==> src/rtl/stopwatch_ctrl.sv <==
// stopwatch_ctrl: run/pause/clear sequencing for a four-digit BCD stopwatch
// with a tick prescaler, saturating decade chain and multiplexed digit scan.
module stopwatch_ctrl #(
   parameter int TICK_DIV = 50000,
   parameter int SCAN_DIV = 1000
) (
   input  logic        clock,
   input  logic        reset,
   input  logic        btn_start,
   input  logic        btn_clear,
   output logic [15:0] count_bcd,
   output logic [3:0]  digit_sel,
   output logic [3:0]  bcd,
   output logic        running,
   output logic        full
);
   localparam int PW = TICK_DIV > 1 ? $clog2(TICK_DIV) : 1;
   localparam int SW = SCAN_DIV > 1 ? $clog2(SCAN_DIV) : 1;
   typedef enum logic [1:0] {IDLE, RUN, PAUSE, FULL} state_t;
   state_t        state;
   logic          start_q, clear_q, start_p, clear_p, tick, carry;
   logic [PW-1:0] pre;
   logic [SW-1:0] scan;
   logic [1:0]    idx;
   logic [15:0]   cnt, nxt;
   assign start_p   = btn_start & ~start_q;
   assign clear_p   = btn_clear & ~clear_q;
   assign tick      = state == RUN && pre == PW'(TICK_DIV - 1);
   assign count_bcd = cnt;
   assign digit_sel = 4'b0001 << idx;
   assign bcd       = cnt[idx*4 +: 4];
   assign running   = state == RUN;
   assign full      = state == FULL;
   // decade carry ripples up only through digits sitting at 9
   always_comb begin
      carry = 1'b1;
      nxt = cnt;
      for (int i = 0; i < 4; i++) begin
         if (carry) nxt[i*4 +: 4] = cnt[i*4 +: 4] == 4'd9 ? 4'd0 : cnt[i*4 +: 4] + 4'd1;
         carry = carry & (cnt[i*4 +: 4] == 4'd9);
      end
   end
   // button history keeps sampling through reset so a held button never reads as a press
   always_ff @(posedge clock) begin
      start_q <= btn_start;
      clear_q <= btn_clear;
      if (reset) begin
         state <= IDLE;
         cnt   <= '0;
         pre   <= '0;
         scan  <= '0;
         idx   <= '0;
      end else begin
         scan <= scan == SW'(SCAN_DIV - 1) ? '0 : scan + 1'b1;
         if (scan == SW'(SCAN_DIV - 1)) idx <= idx + 2'd1;
         pre <= state == RUN && !tick ? pre + 1'b1 : '0;
         case (state)
            IDLE:  if (start_p && !clear_p) state <= RUN;
            RUN: begin
               if (tick) cnt <= nxt;
               if (tick && nxt == 16'h9999) state <= FULL;
               else if (start_p) state <= PAUSE;
            end
            PAUSE: begin
               if (clear_p) begin
                  state <= IDLE;
                  cnt   <= '0;
               end else if (start_p) state <= RUN;
            end
            FULL: begin
               if (clear_p) begin
                  state <= IDLE;
                  cnt   <= '0;
               end
            end
            default: state <= IDLE;
         endcase
      end
   end
endmodule

==> config.mk <==
export PLATFORM = sky130hd
export DESIGN_NAME = stopwatch_ctrl
export DESIGN_NICKNAME = d
export VERILOG_FILES = /design/src/rtl/stopwatch_ctrl.sv
export SDC_FILE = /design/constraint.sdc
export NUM_CORES = 1
export LEC_CHECK = 0
export ABC_CLOCK_PERIOD_IN_PS = 2700
export CAP_MARGIN = 20
export CORE_UTILIZATION = 55
export CTS_CLUSTER_DIAMETER = 120
export DETAILED_ROUTE_END_ITERATION = 12
export PLACE_DENSITY_LB_ADDON = 0.3
export SKIP_CTS_REPAIR_TIMING = 1
export SYNTH_ARGS = -nofsm -noshare
export SYNTH_HDL_FRONTEND = slang
export SYNTH_SLANG_ARGS = --single-unit
==> constraint.sdc <==
create_clock -name clock -period 2.7 [get_ports clock]
set_clock_uncertainty 0.2 [all_clocks]
set_input_delay 0.81 -clock clock [delete_from_list [all_inputs] [get_ports clock]]
set_output_delay 0.81 -clock clock [all_outputs]
set_load 0.02 [all_outputs]
==> results.json <==
{
  "status": "complete, no violations",
  "port_buffers": 29,
  "fin_crit_sh_pct": 97.4,
  "synthFlopType": "dfxtp_1",
  "synth_top_area_cell": "dfxtp_1",
  "htreeDepth": 2,
  "wl_met2_um": 2510,
  "vias_per_cell": 5.71,
  "drive_above_1_share_pct": 10.8,
  "synth_top_area_share_pct": 38.4,
  "netSwitchingFraction_pct": 21.4,
  "gp_congestion": 0.901,
  "cts_tree": "built",
  "p_comb_share_pct": 3.5,
  "final_nets": 341,
  "synth_compound_area_share_pct": 10.3,
  "grt_pass1_vias": 1882,
  "die_y_um": 69.4,
  "timing.final.ws_setup_ns": 0.0704,
  "gr-total-overflow": 0,
  "worst_hold_path_type": "reg -> reg",
  "critPathSlowestCell": "clkdlybuf4s50_1",
  "netlist_area_sq_um": 2500,
  "r2r_slack_ns": 0.27,
  "syn_inst": 295,
  "clkTransAtPathRegs_ns": 0.08,
  "core_area_sq_um": 4350,
  "synth_most_common_cell": "dfxtp_1",
  "path_cells": "buf_4 -> ha_1 -> clkdlybuf4s50_1",
  "fmax_mhz": 380,
  "async_flop_share_pct": 0,
  "grt_max_degree": 17,
  "antenna_found_initial": 0,
  "drt-met1-wl_um": 2480,
  "hpwl_um": 3900,
  "synth_seq_cells": 48,
  "worstPathArrival_ns": 1.62,
  "routed_wl_um": 5330,
  "pwr-share-seq_pct": 60.3,
  "dr_wl_met3_um": 299,
  "max_stage_delay_ns": 0.60,
  "r2r-end": "state[1]$_SDFFE_PP0P_",
  "dieWidth_um": 69.4,
  "yosysWarningCount": 0,
  "grt.total_usage_pct": 22.8,
  "synth.distinct_cells": 45,
  "synth_top_family_by_area": "simple AND/OR/NAND/NOR gates",
  "rsz0062_at_grt": "false",
  "num_antenna_cells": 0,
  "pwr-share-clk_pct": 36.2,
  "slew_violations": 0,
  "area.growth.synth_to_final_pct": 20.1,
  "wl_per_cell_um": 13.9,
  "synth_fp_nets": 305,
  "synth_edf_count": 0,
  "synth_adder_area_share_pct": 3.00,
  "drt_iter0_markers": 245,
  "crit_path_max_fanout": 5,
  "synthTopCellsByCount": "48 x dfxtp_1, 43 x nor2_1, 23 x a21oi_1, 21 x nand3_1, 16 x o21ai_0",
  "p_int_mw": 0.942,
  "top_layer_used": "met4",
  "synthSimpleGateAreaFrac_pct": 31.4,
  "post-route-min-period_ns": 2.63,
  "relSlewSlack_pct": 62.5,
  "cap_violations": 0,
  "syn_area_per_cell_sq_um": 8.48,
  "crit_path_start": "idx[0]$_SDFFE_PP0P_",
  "num_vias": 2191,
  "worstSetupEndpoint": "digit_sel[3]",
  "synth-xor-area-share_pct": 7.35,
  "cp-start-kind": "flip-flop",
  "worstSkewPairLatency_ns": 0.29,
  "end_kind": "output port",
  "power.total_mw": 1.20,
  "pre_cts_ws_ns": 0.137,
  "grt_pass1_wl_um": 8810,
  "tightestPinTransition_ns": 0.555,
  "p_per_area_nw_per_um2": 399,
  "start_util_pct": 57.4,
  "synthTopCellsByArea": "dfxtp_1 38%, nor2_1 6.5%, a21oi_1 4.6%",
  "cts_buffer_depth": 2,
  "io-pin-count": 30,
  "holdWs_ns": 0.265,
  "clock-root-buffer": "clkbuf_8",
  "finalSetupViolCount": 0,
  "drt_first_pass_iters": 4,
  "r2r-start": "count_bcd[7]$_SDFFE_PP0P_",
  "r2r_cells": 6,
  "hold_viol_final": 0,
  "yosysSeqAreaShare_pct": 38.4,
  "p_leak_nw": 1.13,
  "muxShareOfSynthArea_pct": 5.65,
  "cts_buffers": 5,
  "required_ns": 1.69,
  "path_class": "reg -> out",
  "rows": 24,
  "irDropWorstVdd_v": 0.000388,
  "final_antenna_net_count": 0,
  "power_switching_mw": 0.256,
  "die_area_sq_um": 4820,
  "cts.sinks": 48,
  "drc_errors": 0
}
## worst max-delay path: cells and delay by family (launching register included)
family	cells	cell delay, ns
DFF	1	0.41
buffers and inverters	2	0.75
adders and majority gates	1	0.16
## power groups by stage
stage	combinational, mW	clock [mW]	sequential, mW
2_1_floorplan	0.0268	0	0.737
3_3_place_gp	0.0411	0	0.738
3_5_place_dp	0.0422	0	0.739
4_1_cts	0.0421	0.439	0.722
5_1_grt	0.0474	0.474	0.724
6_report	0.0416	0.434	0.722
## layer usage
metal  vias to the layer above  track usage, %
met5                         -               0
met4                         0            7.03
met3                         5            5.23
met2                        77            35.9
met1                      1000            31.0
li1                       1109               -
## how the worst min path moves through the flow
stage / start / to / slack, ns / depth (start not counted)
global placement: scan[0]$_SDFF_PP0_ / scan[0]$_SDFF_PP0_ / 0.24 / 1
finish: scan[0]$_SDFF_PP0_ / scan[0]$_SDFF_PP0_ / 0.27 / 1
CTS: scan[0]$_SDFF_PP0_ / scan[0]$_SDFF_PP0_ / 0.27 / 1
global route: pre[0]$_SDFF_PP0_ / pre[0]$_SDFF_PP0_ / 0.31 / 1
detailed placement: scan[0]$_SDFF_PP0_ / scan[0]$_SDFF_PP0_ / 0.25 / 1
floorplan: scan[0]$_SDFF_PP0_ / scan[0]$_SDFF_PP0_ / 0.23 / 1
## cell type report
| type | count | area [sq um] |
|---|---|---|
| clock buffers | 8 | 90.1 |
| fillers | 367 | 1350 |
| inverters | 10 | 37.5 |
| multi-input cells | 224 | 1440 |
| flip-flops and latches | 48 | 963 |
| well taps | 52 | 65.1 |
| repair buffers | 42 | 405 |
## state kept, by name, indices dropped and copies added (netlist names)
signal and count:
clear_q 1, count_bcd 16, idx 2, pre 16, scan 10, start_q 1
state 2
## kinds of logic after synthesis
group,Yosys count
adder cells (fa/ha/maj),6
flip-flops,48
AND/OR/NAND/NOR,142
AO/OA/AOI/OAI,46
XOR/XNOR,21
buffers and inverters,23
multiplexers,9
## per-stage QoR
stage	instance area [sq um]	cells	TNS, ns	util (%)
2_1_floorplan	2500	295	0	-
3_3_place_gp	2890	376	0	66.5
3_5_place_dp	2890	376	0	66.5
4_1_cts	2980	384	-1.04	68.5
5_1_grt	3000	384	0	69.0
6_report	3000	384	0	69.0
## cell usage in the layout, fill, tap and decap left out, types with 6 or more instances in the layout
master           count
dfxtp_1             46
nor2_1              43
a21oi_1             23
clkdlybuf4s50_1     22
nand3_1             21
o21ai_0             16
nand2_1             14
buf_4               13
xnor2_1             11
inv_1               10
xor2_1              10
nand2b_1             8
nand4_1              8
dlymetal6s2s_1       7
or3_1                6
nor2b_1              6
ha_1                 6
clkbuf_8             6
(Power assumes the default switching activity.)
